==> src/rtl/lsu_if.sv <==
// Core-request, response and word-memory signals of the load/store unit.
// The slave modport is the unit itself; the master side is the core plus the memory.
interface lsu_if #(
  parameter int unsigned Width = 32
) ();

  logic             req_valid;
  logic             req_ready;
  logic             req_we;
  logic [1:0]       req_size;
  logic             req_unsigned;
  logic [Width-1:0] req_addr;
  logic [Width-1:0] req_wdata;

  logic             resp_valid;
  logic [Width-1:0] resp_rdata;
  logic             resp_err;

  logic [Width-1:0] mem_addr;
  logic             mem_we;
  logic [Width-1:0] mem_wdata;
  logic [Width-1:0] mem_rdata;

  modport slave (
    input  req_valid,
    input  req_we,
    input  req_size,
    input  req_unsigned,
    input  req_addr,
    input  req_wdata,
    input  mem_rdata,
    output req_ready,
    output resp_valid,
    output resp_rdata,
    output resp_err,
    output mem_addr,
    output mem_we,
    output mem_wdata
  );

  modport master (
    output req_valid,
    output req_we,
    output req_size,
    output req_unsigned,
    output req_addr,
    output req_wdata,
    output mem_rdata,
    input  req_ready,
    input  resp_valid,
    input  resp_rdata,
    input  resp_err,
    input  mem_addr,
    input  mem_we,
    input  mem_wdata
  );

endinterface

==> src/rtl/lsu.sv <==
// Load/store unit: byte/half/word accesses on a word-addressed memory, with
// alignment checking, read-modify-write for sub-word stores and load extension.
module lsu #(
  parameter int unsigned Width = 32
) (
  input  logic  clk_i,
  input  logic  rst_i,
  lsu_if.slave  bus_io
);

  typedef enum logic [1:0] {StIdle, StRead, StWrite, StDone} state_e;

  state_e           state_q, state_d;
  logic [Width-1:0] addr_q, addr_d;
  logic [Width-1:0] wdata_q, wdata_d;
  logic [Width-1:0] rdata_q, rdata_d;
  logic [1:0]       size_q, size_d;
  logic             uns_q, uns_d;
  logic             we_q, we_d;
  logic             err_q, err_d;

  logic             req_bad;
  logic [7:0]       rd_byte;
  logic [15:0]      rd_half;
  logic             ext_bit;
  logic [Width-1:0] load_ext;
  logic [Width-1:0] merged;

  always_comb begin
    req_bad = 1'b0;
    unique case (bus_io.req_size)
      2'b00:   req_bad = 1'b0;
      2'b01:   req_bad = bus_io.req_addr[0];
      2'b10:   req_bad = (bus_io.req_addr[1:0] != 2'b00);
      default: req_bad = 1'b1;
    endcase
  end

  // Lane extraction from the memory word at the latched address.
  always_comb begin
    rd_byte = bus_io.mem_rdata[7:0];
    unique case (addr_q[1:0])
      2'b00:   rd_byte = bus_io.mem_rdata[7:0];
      2'b01:   rd_byte = bus_io.mem_rdata[15:8];
      2'b10:   rd_byte = bus_io.mem_rdata[23:16];
      default: rd_byte = bus_io.mem_rdata[31:24];
    endcase
    rd_half = addr_q[1] ? bus_io.mem_rdata[31:16] : bus_io.mem_rdata[15:0];
  end

  always_comb begin
    load_ext = bus_io.mem_rdata;
    ext_bit  = 1'b0;
    unique case (size_q)
      2'b00: begin
        ext_bit  = ~uns_q & rd_byte[7];
        load_ext = {{(Width-8){ext_bit}}, rd_byte};
      end
      2'b01: begin
        ext_bit  = ~uns_q & rd_half[15];
        load_ext = {{(Width-16){ext_bit}}, rd_half};
      end
      default: load_ext = bus_io.mem_rdata;
    endcase
  end

  // Sub-word store: only the addressed lane takes store data.
  always_comb begin
    merged = bus_io.mem_rdata;
    if (size_q == 2'b00) begin
      unique case (addr_q[1:0])
        2'b00:   merged[7:0]   = wdata_q[7:0];
        2'b01:   merged[15:8]  = wdata_q[7:0];
        2'b10:   merged[23:16] = wdata_q[7:0];
        default: merged[31:24] = wdata_q[7:0];
      endcase
    end else if (size_q == 2'b01) begin
      if (addr_q[1]) begin
        merged[31:16] = wdata_q[15:0];
      end else begin
        merged[15:0] = wdata_q[15:0];
      end
    end
  end

  always_comb begin
    state_d = state_q;
    addr_d  = addr_q;
    wdata_d = wdata_q;
    rdata_d = rdata_q;
    size_d  = size_q;
    uns_d   = uns_q;
    we_d    = we_q;
    err_d   = err_q;
    unique case (state_q)
      StIdle: begin
        if (bus_io.req_valid) begin
          addr_d  = bus_io.req_addr;
          wdata_d = bus_io.req_wdata;
          size_d  = bus_io.req_size;
          uns_d   = bus_io.req_unsigned;
          we_d    = bus_io.req_we;
          err_d   = req_bad;
          rdata_d = '0;
          if (req_bad) begin
            state_d = StDone;
          end else if (bus_io.req_we && (bus_io.req_size == 2'b10)) begin
            state_d = StWrite;
          end else begin
            state_d = StRead;
          end
        end
      end
      StRead: begin
        if (we_q) begin
          wdata_d = merged;
          state_d = StWrite;
        end else begin
          rdata_d = load_ext;
          state_d = StDone;
        end
      end
      StWrite: state_d = StDone;
      default: state_d = StIdle;
    endcase
  end

  always_ff @(posedge clk_i or posedge rst_i) begin
    if (rst_i) begin
      state_q <= StIdle;
      addr_q  <= '0;
      wdata_q <= '0;
      rdata_q <= '0;
      size_q  <= '0;
      uns_q   <= 1'b0;
      we_q    <= 1'b0;
      err_q   <= 1'b0;
    end else begin
      state_q <= state_d;
      addr_q  <= addr_d;
      wdata_q <= wdata_d;
      rdata_q <= rdata_d;
      size_q  <= size_d;
      uns_q   <= uns_d;
      we_q    <= we_d;
      err_q   <= err_d;
    end
  end

  // Outputs decode from state only, so reset drops mem_we without waiting for a clock.
  always_comb begin
    bus_io.req_ready  = (state_q == StIdle);
    bus_io.resp_valid = (state_q == StDone);
    bus_io.resp_rdata = (state_q == StDone) ? rdata_q : '0;
    bus_io.resp_err   = (state_q == StDone) & err_q;
    bus_io.mem_addr   = {addr_q[Width-1:2], 2'b00};
    bus_io.mem_we     = (state_q == StWrite);
    bus_io.mem_wdata  = (state_q == StWrite) ? wdata_q : '0;
  end

endmodule

==> src/flat_wrapper.sv <==
// flat-port wrapper written by rule: the top's interface ports become plain ports
module lsu_flat 
#(
  parameter int unsigned Width = 32
)
  (clk_i, rst_i, bus_io_req_valid, bus_io_req_we, bus_io_req_size, bus_io_req_unsigned, bus_io_req_addr, bus_io_req_wdata, bus_io_mem_rdata, bus_io_req_ready, bus_io_resp_valid, bus_io_resp_rdata, bus_io_resp_err, bus_io_mem_addr, bus_io_mem_we, bus_io_mem_wdata);
  lsu_if #(.Width(Width)) bus_io_i ();
  input  logic clk_i;
  input  logic rst_i;
  input wire logic [$bits(bus_io_i.req_valid)-1:0] bus_io_req_valid;
  input wire logic [$bits(bus_io_i.req_we)-1:0] bus_io_req_we;
  input wire logic [$bits(bus_io_i.req_size)-1:0] bus_io_req_size;
  input wire logic [$bits(bus_io_i.req_unsigned)-1:0] bus_io_req_unsigned;
  input wire logic [$bits(bus_io_i.req_addr)-1:0] bus_io_req_addr;
  input wire logic [$bits(bus_io_i.req_wdata)-1:0] bus_io_req_wdata;
  input wire logic [$bits(bus_io_i.mem_rdata)-1:0] bus_io_mem_rdata;
  output wire logic [$bits(bus_io_i.req_ready)-1:0] bus_io_req_ready;
  output wire logic [$bits(bus_io_i.resp_valid)-1:0] bus_io_resp_valid;
  output wire logic [$bits(bus_io_i.resp_rdata)-1:0] bus_io_resp_rdata;
  output wire logic [$bits(bus_io_i.resp_err)-1:0] bus_io_resp_err;
  output wire logic [$bits(bus_io_i.mem_addr)-1:0] bus_io_mem_addr;
  output wire logic [$bits(bus_io_i.mem_we)-1:0] bus_io_mem_we;
  output wire logic [$bits(bus_io_i.mem_wdata)-1:0] bus_io_mem_wdata;
  assign bus_io_i.req_valid = bus_io_req_valid;
  assign bus_io_i.req_we = bus_io_req_we;
  assign bus_io_i.req_size = bus_io_req_size;
  assign bus_io_i.req_unsigned = bus_io_req_unsigned;
  assign bus_io_i.req_addr = bus_io_req_addr;
  assign bus_io_i.req_wdata = bus_io_req_wdata;
  assign bus_io_i.mem_rdata = bus_io_mem_rdata;
  assign bus_io_req_ready = bus_io_i.req_ready;
  assign bus_io_resp_valid = bus_io_i.resp_valid;
  assign bus_io_resp_rdata = bus_io_i.resp_rdata;
  assign bus_io_resp_err = bus_io_i.resp_err;
  assign bus_io_mem_addr = bus_io_i.mem_addr;
  assign bus_io_mem_we = bus_io_i.mem_we;
  assign bus_io_mem_wdata = bus_io_i.mem_wdata;
  lsu #(.Width(Width)) u_core (.clk_i(clk_i), .rst_i(rst_i), .bus_io(bus_io_i));
endmodule
==> config.mk <==
export PLATFORM = sky130hd
export DESIGN_NAME = lsu_flat
export DESIGN_NICKNAME = d
export VERILOG_FILES = /design/src/rtl/lsu_if.sv /design/src/rtl/lsu.sv /design/src/flat_wrapper.sv
export SDC_FILE = /design/constraint.sdc
export NUM_CORES = 1
export LEC_CHECK = 0
export CAP_MARGIN = 20
export CORE_MARGIN = 5
export CORE_UTILIZATION = 40
export DETAILED_ROUTE_END_ITERATION = 8
export GPL_TIMING_DRIVEN = 0
export HOLD_SLACK_MARGIN = 0.02
export PLACE_DENSITY = 0.8
export RECOVER_POWER = 50
export SYNTH_ARGS = -nofsm -noshare
export SYNTH_HDL_FRONTEND = slang
export SYNTH_SLANG_ARGS = --single-unit
==> constraint.sdc <==
create_clock -name clk_i -period 3.48 [get_ports clk_i]
set_input_delay 0.87 -clock clk_i [delete_from_list [all_inputs] [get_ports clk_i]]
set_output_delay 0.87 -clock clk_i [all_outputs]
set_load 0.05 [all_outputs]
==> run metrics, run 1 <==
run status finished clean; Post-synth EDFFs 0; routability congestion estimate around 0.95; Post-Synth Simple-Gate Area 0.161; WHS 0.469 ns; Post-DP Area slightly above 0.008 sq mm; Seq/Total Area, Yosys 0.436; Die Ht 132 um; IO Port Bufs 199; Slew HR 0.0377; clock tree from TritonCTS done; final setup fails 0; Comb power frac 0.630; Post-Place Cells 970; crit share post-route 0.928; final hold vios 0; Synth Area in Compound Gates 0.171; #FFs+latches synth a little over 100; Post-Synth Adder-Cell Area 0.00847; CTS Buf Count 9; Startpoint Class flop; internal power between 4 and 5 mW; final critical-path required period roughly 3.2 ns; pin count of the biggest net entering global routing 39; initial antenna violation count 0; Setup Skew slightly below 0.01 ns; P_leak around 4.2 nW; peak supply drop roughly 0.00052 V; kind of critical path flop to primary output; Sw Pwr between 4 and 5 mW; Avg WL per Cell roughly 20 um; Die ar. about 0.017 sq mm; initial DRC count between 300 and 400; HPWL after detailed placement about 15 mm; pre-CTS WS 0.223 ns; grt total ovfl 0; required time worst endpoint around 2.6 ns; Longest Clk Path Bufs 2; largest family of logic cells by synthesized area compound AO/OA/AOI/OAI gates; Crit path buffers/inverters 2; die width 132 um; fraction of layout instances using a drive strength above 1 0.169; non-filler instance count after layout 985; first-pass GRT wire length slightly below 30 mm; Post-synth top flop dfrtp_1; Slew @ Worst Pin around 1.4 ns; Area Growth Syn to Fin 43.3%; Cell variety after synth 49; Total Power roughly 8.6 mW; final cell utilization of the core 0.582; io pins around 200; Post-Syn Area per Cell about 10 sq um; Detailed Route WL ~19 mm; Residual DRC 0; Cell Area, Synth ~0.006 sq mm; commonest cells in the netlist 103 x dfrtp_1, 65 x and2_1, 51 x mux2_2, 37 x buf_4, 36 x o21ai_0; Max stage delay on crit path ~0.82 ns; count of hold buffers inserted by post-cts repair 0; diode count 0; Starting Density 0.406; Worst-path clk slew roughly 0.08 ns; Synth Instances roughly 600; sequential power share 0.253; PD cells between 1000 and 1500 mW/mm^2; mux cell area share after synthesis 0.134; final instance area between 0.008 and 0.009 sq mm; worst path cell trace ha_1, clkbuf_1, and2_1, clkdlybuf4s50_1; crit path capture type primary output; vias in the first global route around 5.3k; CP arrival 2.36 ns; Yosys top cell by area dfrtp_1; Area contributors post-synth dfrtp_1 44%, mux2_2 9.7%, and2_1 6.9%; Synth top area share 0.436; Cell Rows 44; Post-Synth XOR/XNOR Area 0; clock power share 0.117; top-count cell post-synth dfrtp_1; final net count around 900; Slew Viols, Final 0; Pre-Repair DR Iteration Count 5; clock root buffer clkbuf_16; H-tree Lvls 3; postcts setup bufs 0; Vias 5384; RSZ-0062 raised after global routing false; setup slack after layout 0.249 ns; vias per cell approximately 5.5; CP top delay family buffers and inverters; Critical Path Slowest Stage Cell clkdlybuf4s50_1; area of the core ~0.015 sq mm; Fmax achieved about 310 MHz; Worst-Skew Late Latency 0.36 ns; Critical Path Fanout Max 10; Total GRT Usage 0.215; Syn. warnings 0; CTS sink cnt about 100; Final ANT Viol Nets 0; Sw Ratio 0.485; ys async rst share 1.00; Setup TNS 0 ns; max-cap viol count 0; Tightest Hold Check Type flop to flop
-- cell usage in the layout, fill, tap and decap left out, types with 4 or more instances in the layout --
master and instances:
a21o_1 9, a21oi_1 22, a221o_1 17, a221oi_1 8
a22o_1 5, a22oi_1 6, a311oi_1 6, a31oi_1 4
and2_1 65, and3_1 8, buf_2 15, buf_4 37
clkbuf_1 20, clkbuf_16 9, clkbuf_2 4, clkdlybuf4s50_1 136
dfrtp_1 103, dlygate4sd2_1 30, dlymetal6s2s_1 30, ha_1 4
inv_1 15, mux2_2 50, mux2i_1 21, nand2_1 27
nand2b_1 7, nand3_1 8, nor2_1 34, nor3_1 4
nor3b_1 5, o211a_1 5, o21ai_0 36, o21ai_1 7
o31ai_1 4
-- sequential cells by signal (all words and copies together), names as in the netlist --
name,count
u_core.addr_q,32
u_core.err_q,1
u_core.rdata_q,32
u_core.size_q,2
u_core.state_q,2
u_core.uns_q,1
u_core.wdata_q,32
u_core.we_q,1
-- cells by family after synthesis --
family / count (synthesis)
AND/OR/NAND/NOR: 172
AO/OA/AOI/OAI: 140
flip-flops: 103
buffers and inverters: 92
multiplexers: 72
adder cells (fa/ha/maj): 4
other: 1
-- final timing paths --
kind                                     from                   end  slack (ns)  cells after the start
setup reg to reg            u_core.state_q[0]     u_core.addr_q[11]        1.13                      6
setup / recovery            u_core.state_q[0]  bus_io_resp_rdata[4]        0.25                      4
hold / removal             u_core.rdata_q[15]    u_core.rdata_q[15]        0.47                      1
max in group asynchronous               rst_i     u_core.rdata_q[0]        0.59                      4
hold reg to reg            u_core.rdata_q[15]    u_core.rdata_q[15]        0.47                      1
min in group asynchronous               rst_i    u_core.wdata_q[18]        1.28                      2
-- cell type report --
cell class	count	area (sq um)
clock buffers	10	239
inverters	16	61.3
flip-flops and latches	103	2580
multi-input cells	390	2810
plain buffers	76	454
repair buffers	201	2050
clock inverters	5	42.5
fillers	1281	6070
well taps	184	230
-- power by group through the flow --
stage / Combinational (mW) / Clock (mW) / Sequential (mW)
final: 5.39 / 1.00 / 2.16
after CTS: 5.43 / 1.02 / 2.15
after global routing: 5.71 / 1.07 / 2.22
after global placement: 5.38 / 0 / 2.15
after detailed placement: 5.45 / 0 / 2.18
after floorplan: 3.95 / 0 / 2.04
-- layer usage --
metal	track usage	routed length [um]	up-vias
met3	0.0738	2080	22
met4	0.0503	295	0
met2	0.343	9010	304
met1	0.283	7840	2602
li1	-	-	2456
met5	0	0	-
-- repair_timing --
action,in CTS,in global routing
endpoints found under the setup margin,30,37
cloned,0,0
hold endpoints to repair,0,0
resized for setup,31,32
Power figures use the tool's default switching activity.
==> run 2: changes to the inputs <==
- CTS_CLUSTER_DIAMETER: unset -> 40
- HOLD_SLACK_MARGIN: 0.02 -> unset
==> results of run 2 <==
No change in the layout: final DEF, timing and power equal those of run 1.
==> run 3: changes to the inputs <==
- SKIP_CTS_REPAIR_TIMING: unset -> 1
==> run 3 against run 2 <==
Non-clock buffer count shrank 1. Worst setup slack got worse by 0.054 ns. Sequential share of layout area shrank 0.35 points. Count of clock-buffer cells in the layout unchanged. Total power is 0.32% higher. Critical path depth did not move. Worst hold slack is essentially flat. Largest power group unchanged.
==> run metrics, run 3 (synthesis gave the netlist of run 1 again) <==
run status finished clean; Critical Path Fanout Max 11 (+1); die width 132 um (unchanged); top flop regs u_core.addr_q: 32 flops, u_core.rdata_q: 32 flops, u_core.wdata_q: 32 flops; Slew Viols, Final 0 (unchanged); Setup TNS 0 ns (unchanged); final cell utilization of the core 0.589 (+0.00672); Avg WL per Cell 19.7 um (+0.72%); H-tree Lvls 3 (unchanged); Die ar. 0.0173 sq mm (unchanged); reg2reg setup slack 1.11 ns (-0.02 ns); crit share post-route 0.944 (+0.0156); Pre-Repair DR Iteration Count 5 (unchanged); Worst setup endpoint bus_io_resp_rdata[23]; PD cells 1000 mW/mm^2 (-0.82%); Worst-path clk slew 0.08 ns (about the same); Fmax achieved 304 MHz (-1.7%); max-cap viol count 0 (unchanged); Longest Clk Path Bufs 2 (unchanged); Detailed Route WL 19.3 mm (+0.62%); peak supply drop 0.000518 V (about the same); Vias 5376 (-0.15%); CP arrival 2.42 ns (+0.06 ns); RR Startpoint u_core.state_q[0]; pin count of the biggest net entering global routing 39 (unchanged); Residual DRC 0 (unchanged); P_leak 4.62 nW (+9.1%); vias per cell 5.46 (about the same); Slew @ Worst Pin 1.44 ns (+0.00241 ns); pre-CTS WS 0.223 ns (unchanged); Slew HR 0.0361 (-0.00162); grt total ovfl 0 (unchanged); highest-count cells in the layout ignoring fill and taps 137 x clkdlybuf4s50_1, 103 x dfrtp_1, 65 x and2_1; area of the core 0.0145 sq mm (unchanged); diode count 0 (unchanged); kind of critical path flop to primary output; crit path capture type primary output; Worst-Skew Late Latency 0.36 ns (about the same); fillers 1259 (-1.7%); RSZ-0062 raised after global routing false; CP startpoint u_core.state_q[0]; Total GRT Usage 0.215 (about the same); Area Growth Syn to Fin 45.0%; final critical-path required period 3.29 ns (+0.0544 ns); Crit Reg-Reg Endpoint u_core.addr_q[11]; fraction of layout instances using a drive strength above 1 0.169 (+0.000211); Die Ht 132 um (unchanged); setup slack after layout 0.194 ns (-0.0544 ns); required time worst endpoint 2.61 ns (about the same); initial DRC count 334 (-9.2%); vias in the first global route 5275 (unchanged); clock root buffer clkbuf_16; IO Port Bufs 199 (unchanged); WHS 0.469 ns (+0.000204 ns); routability congestion estimate 0.954 (unchanged); final net count 903 (-0.11%); Startpoint Class flop; Cell Rows 44 (unchanged); CTS sink cnt 103 (unchanged); Worst R2R Path Depth 6 (unchanged); Final ANT Viol Nets 0 (unchanged); final setup fails 0 (unchanged); CTS Buf Count 9 (unchanged); io pins 203 (unchanged); first-pass GRT wire length 29.6 mm (about the same); final hold vios 0 (unchanged); Tightest Hold Check Type flop to flop; commonest non-fill, non-tap cell in the layout clkdlybuf4s50_1; HPWL after detailed placement 15.1 mm (unchanged); initial antenna violation count 0 (unchanged); Setup Skew 0.00847 ns (-0.00141 ns); clock tree from TritonCTS done; Starting Density 0.406 (unchanged)
## run 3: power breakdown
part           internal (mW)  switching [mW]
Sequential              1.78           0.381
Clock                  0.509           0.491
Combinational           2.14            3.28
## run 3: stage by stage
stage / cells / total power, mW / cell area (sq um)
2_1_floorplan: 585 / 5.99 / 5910
6_report: 984 / 8.58 / 8560
4_1_cts: 985 / 8.64 / 8460
3_5_place_dp: 970 / 7.62 / 8180
5_1_grt: 984 / 9.03 / 8560
3_3_place_gp: 968 / 7.53 / 8140
## run 3: worst max-delay path, stage by stage (launching register included)
cell and delay [ns]:
dfrtp_1 0.40, ha_1 0.40, clkbuf_1 0.29, and2_1 0.17
clkdlybuf4s50_1 0.79
## run 3: how the worst min path moves through the flow
| stage | endpoint | cells after the start | slack, ns | start |
|---|---|---|---|---|
| finish | u_core.rdata_q[15] | 1 | 0.47 | u_core.rdata_q[15] |
| global route | u_core.rdata_q[8] | 1 | 0.50 | u_core.rdata_q[8] |
| CTS | u_core.rdata_q[15] | 1 | 0.47 | u_core.rdata_q[15] |
| detailed placement | u_core.rdata_q[15] | 1 | 0.46 | u_core.rdata_q[15] |
| global placement | u_core.rdata_q[14] | 1 | 0.45 | u_core.rdata_q[14] |
| floorplan | u_core.rdata_q[5] | 2 | 0.44 | u_core.rdata_q[5] |
## run 3: layer usage
| layer | track usage | part of all wire | up-vias |
|---|---|---|---|
| li1 | - | - | 2455 |
| met1 | 0.283 | 0.42 | 2610 |
| met2 | 0.343 | 0.47 | 290 |
| met3 | 0.0738 | 0.092 | 21 |
| met4 | 0.0503 | 0.015 | 0 |
| met5 | 0 | 0 | - |
## run 3: final cells by class
type	instances	area, sq um	area share
Inverter	16	61.3	0.00716
Buffer	75	450	0.0526
Tap cell	184	230	0.0269
Timing Repair Buffer	201	2160	0.252
Multi-Input combinational cell	390	2810	0.328
Clock buffer	10	239	0.0279
Sequential cell	103	2580	0.301
Clock inverter	5	42.5	0.00497
